--- src/rtl/mem_arb_pkg.sv ---
// Shared types and constants for the two-requester memory arbiter.
package mem_arb_pkg;

  typedef enum logic [1:0] {ARB_IDLE, ARB_ACCESS, ARB_DONE} arb_state_e;

  localparam logic OWN_CPU = 1'b0;
  localparam logic OWN_AUX = 1'b1;

  localparam int unsigned DEF_TIMEOUT = 255;

endpackage

--- src/rtl/arb_timeout.sv ---
// Loadable up-counter with clear and enable. Flags the increment that reaches TIMEOUT.
module arb_timeout
  import mem_arb_pkg::*;
#(
  parameter int unsigned TIMEOUT = DEF_TIMEOUT,
  localparam int unsigned CW = $clog2(TIMEOUT + 1)
) (
  input  logic          clk,
  input  logic          rst_n,
  input  logic          clr,
  input  logic          load,
  input  logic [CW-1:0] load_val,
  input  logic          en,
  output logic          hit
);

  logic [CW-1:0] cnt_q, cnt_d;

  always_comb begin
    cnt_d = cnt_q;
    if (clr) begin
      cnt_d = '0;
    end else if (load) begin
      cnt_d = load_val;
    end else if (en) begin
      cnt_d = cnt_q + CW'(1);
    end
  end

  always_ff @(posedge clk) begin
    if (!rst_n) begin
      cnt_q <= '0;
    end else begin
      cnt_q <= cnt_d;
    end
  end

  // hit is the cycle whose enabled increment would bring the count to TIMEOUT
  assign hit = en && (cnt_q == CW'(TIMEOUT - 1));

endmodule

--- src/rtl/mem_arbiter.sv ---
// Round-robin arbiter sharing one single-port memory between the CPU and an auxiliary master.
module mem_arbiter
  import mem_arb_pkg::*;
#(
  parameter int unsigned AW      = 16,
  parameter int unsigned DW      = 16,
  parameter int unsigned TIMEOUT = DEF_TIMEOUT
) (
  input  logic          clk,
  input  logic          rst_n,
  input  logic          r0_req,
  input  logic          r0_we,
  input  logic [AW-1:0] r0_addr,
  input  logic [DW-1:0] r0_wdata,
  output logic          r0_ack,
  output logic          r0_err,
  output logic [DW-1:0] r0_rdata,
  input  logic          r1_req,
  input  logic          r1_we,
  input  logic [AW-1:0] r1_addr,
  input  logic [DW-1:0] r1_wdata,
  output logic          r1_ack,
  output logic          r1_err,
  output logic [DW-1:0] r1_rdata,
  output logic          mem_en,
  output logic          mem_we,
  output logic [AW-1:0] mem_addr,
  output logic [DW-1:0] mem_wdata,
  input  logic [DW-1:0] mem_rdata,
  input  logic          mem_ready,
  output logic          busy,
  output logic          owner
);

  arb_state_e    state_q, state_d;
  logic          mem_en_q, mem_en_d, mem_we_q, mem_we_d;
  logic [AW-1:0] mem_addr_q, mem_addr_d;
  logic [DW-1:0] mem_wdata_q, mem_wdata_d;
  logic          owner_q, owner_d, last_q, last_d, busy_q, busy_d;
  logic          r0_ack_q, r0_ack_d, r0_err_q, r0_err_d;
  logic          r1_ack_q, r1_ack_d, r1_err_q, r1_err_d;
  logic [DW-1:0] r0_rdata_q, r0_rdata_d, r1_rdata_q, r1_rdata_d;
  logic          win, tmo_clr, tmo_en, tmo_hit;

  arb_timeout #(
    .TIMEOUT(TIMEOUT)
  ) u_timeout (
    .clk     (clk),
    .rst_n   (rst_n),
    .clr     (tmo_clr),
    .load    (1'b0),
    .load_val('0),
    .en      (tmo_en),
    .hit     (tmo_hit)
  );

  always_comb begin
    state_d     = state_q;
    mem_en_d    = mem_en_q;
    mem_we_d    = mem_we_q;
    mem_addr_d  = mem_addr_q;
    mem_wdata_d = mem_wdata_q;
    owner_d     = owner_q;
    last_d      = last_q;
    r0_ack_d    = 1'b0;
    r0_err_d    = 1'b0;
    r1_ack_d    = 1'b0;
    r1_err_d    = 1'b0;
    r0_rdata_d  = r0_rdata_q;
    r1_rdata_d  = r1_rdata_q;
    tmo_clr     = 1'b0;
    tmo_en      = 1'b0;
    // On a tie the requester that did not go last wins
    win         = (r0_req && r1_req) ? ~last_q : r1_req;

    unique case (state_q)
      ARB_IDLE: begin
        if (r0_req || r1_req) begin
          state_d  = ARB_ACCESS;
          mem_en_d = 1'b1;
          owner_d  = win;
          last_d   = win;
          tmo_clr  = 1'b1;
          if (win == OWN_AUX) begin
            mem_we_d    = r1_we;
            mem_addr_d  = r1_addr;
            mem_wdata_d = r1_wdata;
          end else begin
            mem_we_d    = r0_we;
            mem_addr_d  = r0_addr;
            mem_wdata_d = r0_wdata;
          end
        end
      end
      ARB_ACCESS: begin
        tmo_en = !mem_ready;
        if (mem_ready || tmo_hit) begin
          state_d  = ARB_DONE;
          mem_en_d = 1'b0;
          if (owner_q == OWN_CPU) begin
            r0_ack_d = 1'b1;
            r0_err_d = !mem_ready;
            if (mem_ready && !mem_we_q) r0_rdata_d = mem_rdata;
          end else begin
            r1_ack_d = 1'b1;
            r1_err_d = !mem_ready;
            if (mem_ready && !mem_we_q) r1_rdata_d = mem_rdata;
          end
        end
      end
      ARB_DONE: state_d = ARB_IDLE;
      default:  state_d = ARB_IDLE;
    endcase

    busy_d = (state_d != ARB_IDLE);
  end

  always_ff @(posedge clk) begin
    if (!rst_n) begin
      state_q     <= ARB_IDLE;
      mem_en_q    <= 1'b0;
      mem_we_q    <= 1'b0;
      mem_addr_q  <= '0;
      mem_wdata_q <= '0;
      owner_q     <= OWN_CPU;
      last_q      <= OWN_AUX;
      busy_q      <= 1'b0;
      r0_ack_q    <= 1'b0;
      r0_err_q    <= 1'b0;
      r1_ack_q    <= 1'b0;
      r1_err_q    <= 1'b0;
      r0_rdata_q  <= '0;
      r1_rdata_q  <= '0;
    end else begin
      state_q     <= state_d;
      mem_en_q    <= mem_en_d;
      mem_we_q    <= mem_we_d;
      mem_addr_q  <= mem_addr_d;
      mem_wdata_q <= mem_wdata_d;
      owner_q     <= owner_d;
      last_q      <= last_d;
      busy_q      <= busy_d;
      r0_ack_q    <= r0_ack_d;
      r0_err_q    <= r0_err_d;
      r1_ack_q    <= r1_ack_d;
      r1_err_q    <= r1_err_d;
      r0_rdata_q  <= r0_rdata_d;
      r1_rdata_q  <= r1_rdata_d;
    end
  end

  assign mem_en    = mem_en_q;
  assign mem_we    = mem_we_q;
  assign mem_addr  = mem_addr_q;
  assign mem_wdata = mem_wdata_q;
  assign owner     = owner_q;
  assign busy      = busy_q;
  assign r0_ack    = r0_ack_q;
  assign r0_err    = r0_err_q;
  assign r0_rdata  = r0_rdata_q;
  assign r1_ack    = r1_ack_q;
  assign r1_err    = r1_err_q;
  assign r1_rdata  = r1_rdata_q;

endmodule

--- config.mk ---
export PLATFORM = sky130hd
export DESIGN_NAME = mem_arbiter
export DESIGN_NICKNAME = d
export VERILOG_FILES = /design/src/rtl/mem_arb_pkg.sv /design/src/rtl/arb_timeout.sv /design/src/rtl/mem_arbiter.sv
export SDC_FILE = /design/constraint.sdc
export NUM_CORES = 1
export LEC_CHECK = 0
export CORE_MARGIN = 3
export CORE_UTILIZATION = 42
export CTS_CLUSTER_SIZE = 10
export DETAILED_ROUTE_END_ITERATION = 8
export GPL_TIMING_DRIVEN = 0
export HOLD_SLACK_MARGIN = 0.05
export PLACE_DENSITY = 0.89
export SKIP_LAST_GASP = 1
export SLEW_MARGIN = 20
export SYNTH_ARGS = -nofsm -noshare
export SYNTH_HDL_FRONTEND = slang
export SYNTH_HIERARCHICAL = 1
export SYNTH_SLANG_ARGS = --single-unit
--- constraint.sdc ---
create_clock -name clk -period 2 [get_ports clk]
set_input_delay 0.2 -clock clk [delete_from_list [all_inputs] [get_ports clk]]
set_output_delay 0.2 -clock clk [all_outputs]
set_load 0.01 [all_outputs]
# Yosys cells after proc, flatten, opt, wreduce, memory -nomap -nowiden
# Cells that the tools add are included.
# W data, S select, Z words.
[totals]
ff_bits = 83
latchBits = 0
mem_bits_rw = 0
mem_bits_ro = 0
in_bits = 87
output_inout_bits = 72
wordCells = 58
memories = 0
[classes]
addsub = 1
mul = 0
div = 0
n_lt_le_gt_ge = 0
eq_ne = 4
shifts = 0
muxes = 15
bitwise = 5
reduce_logical = 18
[ops]
columns = ["cell", "count"]
rows = [
  ["$mux W16", 2],
  ["$reduce_and A4 Y1", 3],
  ["$mux W1", 9],
  ["$add A8 B1 Y8 const B", 1],
  ["$eq A8 B8 Y1 const B", 1],
  ["$reduce_and A3 Y1", 2],
  ["$not A1 Y1", 5],
  ["$mux W2", 2],
  ["$ne A2 B2 Y1 const B", 2],
  ["$pmux W2 S2", 1],
  ["$reduce_bool A2 Y1", 2],
  ["$reduce_or A4 Y1", 1],
  ["$logic_and A1 B1 Y1", 3],
  ["$eq A2 B1 Y1 const B", 1],
  ["$logic_not A1 Y1", 2],
  ["$logic_not A2 Y1", 1],
  ["$logic_or A1 B1 Y1", 2],
  ["$pmux W1 S2", 1],
  ["$reduce_and A2 Y1", 1],
  ["$reduce_or A2 Y1", 1],
]

# Longest topological paths before layout
# Gate-level depths: netlist of the first run.
[logic_depth]
depth_word = 7
depth_mapped = 9

# Hierarchy
# Netlist of the first run, hierarchy kept.
[modules_own_cells]
columns = ["module", "instances", "cells_per_inst", "area_each_um2", "seq_area_each_um2"]
rows = [
  ["mem_arbiter", 1, 348, 3079.2, 1501.4],
  ["arb_timeout", 1, 56, 464.2, 160.2],
]

# Least setup slack after synthesis of the first run
# Ideal clock, no wire load.
[synth_path]
kind = "register to register"
from = "register state_q[0]"
to = "register r1_err_q, in the netlist r1_err"
t_arrival_ps = 1436
required_time_ps = 1920
slack_ps = 484
stages_incl_launch_ff = 9
n_path_buf = 1
period_less_slack_ps = 1516
cell_sequence = "dfxtp_1 -> nand2b_4 -> nor2_1 -> buf_4 -> nand4_1 -> nor2_1 -> nor2_1 -> or3_1 -> nor3b_1"
[synth_via]
elab_chain_len = 5
[synth_rtl]
columns = ["item", "line", "rtl"]
rows = [
  ["start: declaration", "mem_arbiter.sv:35", "arb_state_e state_q, state_d;"],
  ["start signal: assignment", "mem_arbiter.sv:135", "state_q <= state_d;"],
  ["$eq A2 B1 Y1", "mem_arbiter.sv:76", "unique case (state_q)"],
  ["$mux W1", "mem_arbiter.sv:76", ""],
  ["net tmo_en", "mem_arbiter.sv:43", "logic win, tmo_clr, tmo_en, tmo_hit;"],
  ["$logic_and A1 B1 Y1", "arb_timeout.sv:39", "assign hit = en && (cnt_q == CW'(TIMEOUT - 1));"],
  ["net tmo_hit", "mem_arbiter.sv:43", ""],
  ["$logic_or A1 B1 Y1", "mem_arbiter.sv:97", "if (mem_ready || tmo_hit) begin"],
  ["$reduce_and A4 Y1 (no source line)", "n/a", ""],
  ["end signal: assignment", "mem_arbiter.sv:146", "r1_err_q <= r1_err_d;"],
  ["end: declaration", "mem_arbiter.sv:41", "logic r1_ack_q, r1_ack_d, r1_err_q, r1_err_d;"],
]
# The timed path passes the listed nets, and every way through them passes these cells.
# A chain may end at the register's enable or synchronous reset.

# Worst setup path in the final report of the first run
[layout_path]
from = "input port r1_req"
to = "register u_timeout.cnt_q[7]"
[layout_via]
elab_chain_len = 4
[layout_rtl]
columns = ["item", "line", "rtl"]
rows = [
  ["start: declaration", "mem_arbiter.sv:18", "input logic r1_req,"],
  ["$logic_or A1 B1 Y1", "mem_arbiter.sv:78", "if (r0_req || r1_req) begin"],
  ["$mux W1", "mem_arbiter.sv:78", ""],
  ["$mux W1", "mem_arbiter.sv:76", ""],
  ["net tmo_clr", "mem_arbiter.sv:43", ""],
  ["$reduce_or A2 Y1 (no source line)", "n/a", ""],
  ["end signal: assignment", "arb_timeout.sv:34", "cnt_q <= cnt_d;"],
  ["end: declaration", "arb_timeout.sv:17", "logic [CW-1:0] cnt_q, cnt_d;"],
]
# The timed path passes the listed nets, and every way through them passes these cells.

==> results of run 1 <==
==> kinds of logic (layout without fill, tap and decap cells) <==
kind of cell	after synthesis	after routing
fa+ha+maj	2	2
flops	83	83
mux	32	32
simple gates	152	152
buf+inv	37	211
other cells	1	14
compound gates	93	93
xor+xnor	4	4
==> state kept, by name, indices dropped and copies added (netlist names), 2 cells and up <==
name / flops
mem_addr: 16
mem_wdata: 16
r0_rdata: 16
r1_rdata: 16
u_timeout/cnt_q: 8
state_q: 2
==> metrics by stage <==
stage / utilization, % / setup TNS [ps] / power, µW / std cells / cell area [µm²]
6_report: 69.06 / 0 / 3941 / 693 / 5503
5_1_grt: 69.06 / 0 / 4111 / 693 / 5503
4_1_cts: 69.06 / 0 / 3970 / 693 / 5503
3_5_place_dp: 66.54 / -211.1 / 2765 / 677 / 5301
3_3_place_gp: 66.54 / -34.37 / 2736 / 677 / 5301
2_1_floorplan: - / 0 / 2276 / 417 / 3592
==> path summary, 6_finish.rpt <==
kind,slack (ps),startpoint,endpoint,cells after the start
max,150,r1_req,u_timeout/cnt_q[7],9
min,430,r0_addr[4],mem_addr[4],3
max reg2reg,290,state_q[0],r1_err,8
min reg2reg,460,r0_rdata[3],r0_rdata[3],2
==> cells in the final DEF, fill, tap and decap left out, types with 2 or more instances in the layout <==
cell type,instances
buf_4,3
xor2_1,4
buf_2,15
nand4_1,3
nand2_1,121
or3_1,3
nor3b_1,2
clkdlybuf4s50_1,158
conb_1,14
nor2_1,5
buf_6,4
a311oi_1,33
nor3_1,2
o211ai_1,3
inv_1,3
and3_1,2
o21ai_0,8
clkinvlp_4,4
a31oi_1,2
mux2i_1,32
ha_1,2
inv_2,2
clkbuf_1,9
clkbuf_8,9
a21oi_1,42
dfxtp_1,83
==> power groups by stage <==
stage / Combinational, µW / Clock, µW / Sequential, µW
final: 883 / 1210 / 1850
after global routing: 953 / 1290 / 1860
after CTS: 883 / 1240 / 1850
after detailed placement: 879 / 0 / 1890
after floorplan: 354 / 0 / 1920
after global placement: 859 / 0 / 1880
==> metal layers <==
layer	share of wire, %	GRT usage [%]
met3	6.8	5.500
met4	1.7	6.496
met5	0	0
met2	51	39.32
met1	40	24.58
==> worst max-delay path: cells and delay by family <==
kind,cells,cell delay (ps)
simple gates,3,750
buf+inv,4,870
compound gates,2,270
==> layout make-up <==
| class | instances | area [µm²] |
|---|---|---|
| fillers | 618 | 2465 |
| flip-flops and latches | 83 | 1662 |
| well taps | 102 | 127.6 |
| inverters | 5 | 18.77 |
| clock buffers | 9 | 123.9 |
| multi-input cells | 297 | 1720 |
| repair buffers | 158 | 1582 |
| plain buffers | 32 | 191.4 |
| clock inverters | 7 | 77.57 |
==> impl_metrics.xml, run 1 <==
<?xml version="1.0" encoding="UTF-8"?>
<metrics>
  <group name="run">
    <metric name="timing.max_cap.violations" unit="">0</metric>
  </group>
  <group name="floorplan">
    <metric name="die_area" unit="µm²">9575</metric>
    <metric name="placement_rows" unit="">32</metric>
    <metric name="initial_cell_density_of_the_core" unit="%">44.47</metric>
    <metric name="placeableCoreArea" unit="µm²">7968</metric>
    <metric name="die_height" unit="µm">97.85</metric>
    <metric name="io_pins" unit="">159</metric>
    <metric name="dieWidth" unit="µm">97.85</metric>
  </group>
  <group name="drt">
    <metric name="vias" unit="">3614</metric>
    <metric name="route.detailed.drc" unit="">0</metric>
    <metric name="drt_iter0_markers" unit="">111</metric>
    <metric name="avgRoutedWirePerCell" unit="µm">15.53</metric>
    <metric name="drt_wl_total" unit="mm">10.76</metric>
    <metric name="first_pass_iters" unit="">4</metric>
    <metric name="ant_nets" unit="">0</metric>
    <metric name="avgViaCountPerCell" unit="">5.215</metric>
  </group>
  <group name="clock_network">
    <metric name="post_cts_resized" unit="">0</metric>
    <metric name="numCtsBuffers" unit="">9</metric>
    <metric name="cts_setup_buffers" unit="">0</metric>
    <metric name="tritoncts" unit="">yes</metric>
    <metric name="clkSinkCount" unit="">83</metric>
    <metric name="quantity_of_hold_fixing_buffers_added_after_cts" unit="">0</metric>
    <metric name="insertion_delay" unit="ps">340</metric>
    <metric name="worst_setup_hold_path_clk_slew" unit="ps">90</metric>
    <metric name="cts-root-buf" unit="">clkbuf_8</metric>
    <metric name="cts-root-to-sink-buffers" unit="">2</metric>
    <metric name="htree_num_levels" unit="">3</metric>
  </group>
  <group name="logic_synthesis">
    <metric name="post_synth_main_area_contributors" unit="">dfxtp_1 47%, nand2_1 13%, mux2i_1 9.0%</metric>
    <metric name="post_synth_mux_area_share" unit="%">9.040</metric>
    <metric name="synthesized_cell_area" unit="µm²">3543</metric>
    <metric name="post_synth_and_or_nand_nor_area_fraction" unit="%">18.89</metric>
    <metric name="synthFlopType" unit="">dfxtp_1</metric>
    <metric name="synth.top_cell.area_share" unit="%">46.89</metric>
    <metric name="synth_top_cells_by_count" unit="">121 x nand2_1, 83 x dfxtp_1, 42 x a21oi_1, 33 x a311oi_1, 32 x mux2i_1</metric>
    <metric name="postSynthCellCount" unit="">404</metric>
    <metric name="synth_cell_type_count" unit="">43</metric>
    <metric name="synth_top_family_by_area" unit="">simple AND/OR/NAND/NOR gates</metric>
    <metric name="synth_seq_area_share" unit="%">46.89</metric>
    <metric name="ys_warn_count" unit="">6</metric>
    <metric name="yosys.cell_count.top_type" unit="">nand2_1</metric>
    <metric name="synthArstFlopShare" unit="%">0</metric>
    <metric name="synth-adder-area-share" unit="%">0.7062</metric>
    <metric name="synth.ff_latch_count" unit="">83</metric>
    <metric name="synth_top_area_cell" unit="">dfxtp_1</metric>
    <metric name="avgSynthCellArea" unit="µm²">8.771</metric>
    <metric name="xor_xnor_fraction_of_synth_area" unit="%">0.9887</metric>
    <metric name="synth_compound_gate_area_share" unit="%">17.44</metric>
    <metric name="synth-edff-count" unit="">0</metric>
  </group>
  <group name="critical_path">
    <metric name="path_max_fanout" unit="">12</metric>
    <metric name="critical_path.cell_chain" unit="">clkdlybuf4s50_1 -&gt; or2_0 -&gt; buf_2 -&gt; nand2_2 -&gt; inv_2 -&gt; buf_6 -&gt; nor4bb_1 -&gt; o211ai_1 -&gt; o211ai_1</metric>
    <metric name="most_frequent_cell_on_the_critical_path" unit="">o211ai_1</metric>
    <metric name="critPathLaunchType" unit="">primary input</metric>
    <metric name="critPathCaptureType" unit="">flip-flop</metric>
    <metric name="crit_type" unit="">primary input to flip-flop</metric>
    <metric name="arrival" unit="ps">2110</metric>
    <metric name="crit_path_max_incr_delay" unit="ps">450</metric>
    <metric name="required" unit="ps">2260</metric>
    <metric name="crit_path_top_delay_cell" unit="">clkdlybuf4s50_1</metric>
  </group>
  <group name="layout">
    <metric name="final_nets" unit="">675</metric>
    <metric name="insertedDiodeCount" unit="">0</metric>
    <metric name="syn_to_final_growth" unit="%">55.30</metric>
    <metric name="drive_above_1_share" unit="%">8.122</metric>
  </group>
  <group name="timing">
    <metric name="final_hold_viol_count" unit="">0</metric>
    <metric name="worstMarginPinSlew" unit="ps">504.6</metric>
    <metric name="timing_max_transition_violations_final" unit="">0</metric>
    <metric name="rsz0062_at_grt" unit="">no</metric>
    <metric name="timing.final.setup_violations" unit="">0</metric>
    <metric name="period_share" unit="%">92.26</metric>
    <metric name="clock-skew-final" unit="ps">8.706</metric>
    <metric name="final.min_clock_period" unit="ps">1845</metric>
    <metric name="max_freq" unit="GHz">0.5420</metric>
    <metric name="maxSlewHeadroom" unit="%">66.36</metric>
    <metric name="holdWs" unit="ps">427.1</metric>
    <metric name="layout_setup_ws" unit="ps">154.9</metric>
  </group>
  <group name="pwr">
    <metric name="power.density_cell_area" unit="nW/µm²">716.3</metric>
    <metric name="p_int" unit="µW">2837</metric>
    <metric name="power.share.switching" unit="%">28.03</metric>
    <metric name="static-leakage-power" unit="µW">0.002166</metric>
    <metric name="power.net_switching" unit="µW">1105</metric>
    <metric name="sequentialPowerShare" unit="%">46.9</metric>
    <metric name="combinationalPowerShare" unit="%">22.4</metric>
    <metric name="max-vdd-ir-drop" unit="mV">0.3690</metric>
    <metric name="pwr-share-clk" unit="%">30.7</metric>
  </group>
  <group name="global_route">
    <metric name="globalRoute.totalOverflow" unit="">0</metric>
    <metric name="grt_usage" unit="%">21.54</metric>
    <metric name="first_global_vias" unit="">3593</metric>
    <metric name="grt_first_pass_wirelength" unit="mm">17.14</metric>
    <metric name="grt_antenna_before_repair" unit="">0</metric>
    <metric name="grt_start_max_net_pins" unit="">16</metric>
  </group>
  <group name="place">
    <metric name="gp_congestion" unit="">0.8056</metric>
    <metric name="post-place-ws" unit="ps">-168.9</metric>
    <metric name="port-buffer-count" unit="">158</metric>
    <metric name="detailedPlacementHpwl" unit="mm">8.243</metric>
  </group>
  <group name="outcome">
    <metric name="outcome" unit="">completed</metric>
  </group>
  <group name="worst_hold_path">
    <metric name="class_of_the_most_critical_hold_timing_path" unit="">primary input to flip-flop</metric>
  </group>
</metrics>
(Power assumes the default switching activity.)
==> run 2: changes to the inputs <==
--- a/config.mk
+++ b/config.mk
@@ -6,12 +6,13 @@
 export NUM_CORES = 1
 export LEC_CHECK = 0
 export CORE_MARGIN = 3
-export CORE_UTILIZATION = 42
+export CORE_UTILIZATION = 45
 export CTS_CLUSTER_SIZE = 10
 export DETAILED_ROUTE_END_ITERATION = 8
+export DONT_BUFFER_PORTS = 1
 export GPL_TIMING_DRIVEN = 0
 export HOLD_SLACK_MARGIN = 0.05
-export PLACE_DENSITY = 0.89
+export PLACE_DENSITY = 0.68
 export SKIP_LAST_GASP = 1
 export SLEW_MARGIN = 20
 export SYNTH_ARGS = -nofsm -noshare
==> run 2 against run 1 <==
Effect of this change: core utilization fell by 4.4 points; via count fell by 4.9%; clock power fell by 5%; the flow now finishes with violations (setup timing).
==> impl_metrics.xml, run 2 (synthesis results as in run 1) <==
<?xml version="1.0" encoding="UTF-8"?>
<metrics>
  <group name="drt">
    <metric name="ant_nets" unit="">0</metric>
    <metric name="drt_iter0_markers" unit="">144</metric>
    <metric name="vias" unit="">3436</metric>
    <metric name="first_pass_iters" unit="">5</metric>
    <metric name="route.detailed.drc" unit="">0</metric>
    <metric name="avgRoutedWirePerCell" unit="µm">17.60</metric>
    <metric name="drt_wl_total" unit="mm">10.88</metric>
    <metric name="avgViaCountPerCell" unit="">5.560</metric>
  </group>
  <group name="run">
    <metric name="timing.max_cap.violations" unit="">0</metric>
  </group>
  <group name="timing">
    <metric name="maxSlewHeadroom" unit="%">62.91</metric>
    <metric name="period_share" unit="%">103.8</metric>
    <metric name="final_hold_viol_count" unit="">0</metric>
    <metric name="layout_setup_ws" unit="ps">-75.04</metric>
    <metric name="clock-skew-final" unit="ps">10.70</metric>
    <metric name="timing.final.setup_violations" unit="">1</metric>
    <metric name="final.min_clock_period" unit="ps">2075</metric>
    <metric name="holdWs" unit="ps">90.80</metric>
    <metric name="worstMarginPinSlew" unit="ps">556.4</metric>
    <metric name="timing_max_transition_violations_final" unit="">0</metric>
    <metric name="rsz0062_at_grt" unit="">yes</metric>
    <metric name="max_freq" unit="GHz">0.4819</metric>
  </group>
  <group name="critical_path">
    <metric name="crit_path_top_delay_cell" unit="">dlygate4sd3_1</metric>
    <metric name="critical_path.cell_chain" unit="">a21bo_2 -&gt; buf_2 -&gt; clkbuf_4 -&gt; nand2_1 -&gt; a311oi_1 -&gt; dlygate4sd3_1</metric>
    <metric name="crit_type" unit="">flip-flop to flip-flop</metric>
    <metric name="reg2reg_setup_slack" unit="ps">-80</metric>
    <metric name="crit_path_max_incr_delay" unit="ps">630</metric>
    <metric name="required" unit="ps">2290</metric>
    <metric name="path_max_fanout" unit="">10</metric>
    <metric name="arrival" unit="ps">2360</metric>
    <metric name="critPathLaunchType" unit="">flip-flop</metric>
    <metric name="critPathCaptureType" unit="">flip-flop</metric>
  </group>
  <group name="global_route">
    <metric name="grt_first_pass_wirelength" unit="mm">16.96</metric>
    <metric name="grt_usage" unit="%">24.05</metric>
    <metric name="grt_start_max_net_pins" unit="">16</metric>
    <metric name="globalRoute.totalOverflow" unit="">0</metric>
    <metric name="grt_antenna_before_repair" unit="">0</metric>
    <metric name="first_global_vias" unit="">3504</metric>
  </group>
  <group name="floorplan">
    <metric name="initial_cell_density_of_the_core" unit="%">47.58</metric>
    <metric name="die_area" unit="µm²">8975</metric>
    <metric name="dieWidth" unit="µm">94.74</metric>
    <metric name="placeableCoreArea" unit="µm²">7447</metric>
    <metric name="placement_rows" unit="">31</metric>
    <metric name="io_pins" unit="">159</metric>
    <metric name="die_height" unit="µm">94.74</metric>
  </group>
  <group name="outcome">
    <metric name="outcome" unit="">finished, violations left</metric>
    <metric name="violations" unit="">setup timing</metric>
  </group>
  <group name="clock_network">
    <metric name="numCtsBuffers" unit="">9</metric>
    <metric name="htree_num_levels" unit="">3</metric>
    <metric name="clkSinkCount" unit="">83</metric>
    <metric name="insertion_delay" unit="ps">350</metric>
    <metric name="cts-root-buf" unit="">clkbuf_8</metric>
    <metric name="worst_setup_hold_path_clk_slew" unit="ps">90</metric>
    <metric name="cts-root-to-sink-buffers" unit="">2</metric>
    <metric name="tritoncts" unit="">yes</metric>
  </group>
  <group name="layout">
    <metric name="final_nets" unit="">603</metric>
    <metric name="drive_above_1_share" unit="%">10.60</metric>
    <metric name="final_common_cell" unit="">nand2_1</metric>
    <metric name="post-route-cell-area" unit="µm²">4813</metric>
    <metric name="insertedDiodeCount" unit="">0</metric>
    <metric name="layout.cells.most_common_list" unit="">121 x nand2_1, 84 x dlygate4sd3_1, 82 x dfxtp_1, 42 x a21oi_1, 32 x mux2i_1</metric>
    <metric name="syn_to_final_growth" unit="%">35.84</metric>
  </group>
  <group name="place">
    <metric name="detailedPlacementHpwl" unit="mm">6.878</metric>
    <metric name="detailed_place.area" unit="µm²">3716</metric>
    <metric name="port-buffer-count" unit="">0</metric>
    <metric name="post-place-ws" unit="ps">262.2</metric>
    <metric name="gp_congestion" unit="">0.7631</metric>
  </group>
  <group name="pwr">
    <metric name="max-vdd-ir-drop" unit="mV">0.5737</metric>
    <metric name="power.density_cell_area" unit="nW/µm²">778.3</metric>
    <metric name="static-leakage-power" unit="µW">0.001998</metric>
  </group>
  <group name="worst_hold_path">
    <metric name="class_of_the_most_critical_hold_timing_path" unit="">primary input to flip-flop</metric>
  </group>
</metrics>
## run 2: cell types whose count changed in the layout (fill, tap and decap cells not counted), sizes merged
| cell | previous run | this run |
|---|---|---|
| buf | 23 | 19 |
| bufinv | 1 | 0 |
| clkbuf | 18 | 25 |
| clkdlybuf4s50 | 158 | 0 |
| clkinv | 1 | 3 |
| clkinvlp | 4 | 2 |
| dlygate4sd3 | 0 | 84 |
## run 2: worst max-delay path, delay by kind of cell (launching register included)
family | cells | cell delay [ps]
compound gates | 2 | 510
buf+inv | 3 | 1040
flops | 1 | 380
simple gates | 1 | 90
## run 2: final timing paths
path / startpoint / cells after the start / end
worst max-delay path: last_q / 6 / mem_wdata[13]
worst min-delay path: r0_req / 2 / last_q
worst max register to register: last_q / 6 / mem_wdata[13]
worst min register to register: r0_rdata[0] / 2 / r0_rdata[0]
## run 2: repair_timing
| action | in CTS | in global routing |
|---|---|---|
| resized for setup | 0 | 13 |
| buffers inserted | 0 | 2 |
| endpoints found under the hold margin | 69 | 0 |
| endpoints found under the setup margin | 0 | 24 |
| hold buffers | 84 | 0 |
## run 2: layout make-up
type                    instances  area, µm²
repair buffers                 86      855.8
inverters                       5      18.77
clock buffers                  10      137.6
well taps                      99      123.9
fillers                       601       2634
multi-input cells             297       1758
plain buffers                  32      206.4
flip-flops and latches         83       1663
clock inverters                 6      50.05
## run 2: metal layers
layer	GRT usage [%]	part of all wire (%)	vias to the layer above
li1	-	-	1625
met1	27.94	39	1589
met2	40.63	49	192
met3	7.570	9.0	30
met4	10.34	2.9	0
met5	0	0	-
## run 2: power breakdown
part	internal, µW	switching, µW	leakage, µW
registers	1770	152	0.000680
clock network	496	658	0.0000891
logic	344	325	0.00123
total	2610	1140	0.00200
## run 2: through the flow
stage	power (µW)	cells	TNS, ps	utilization (%)
after global placement	2379	516	0	49.90
final	3746	618	-75.04	64.63
after floorplan	2276	417	0	-
after detailed placement	2395	516	0	49.90
after CTS	3697	616	0	63.71
after global routing	3930	618	-253.1	64.63
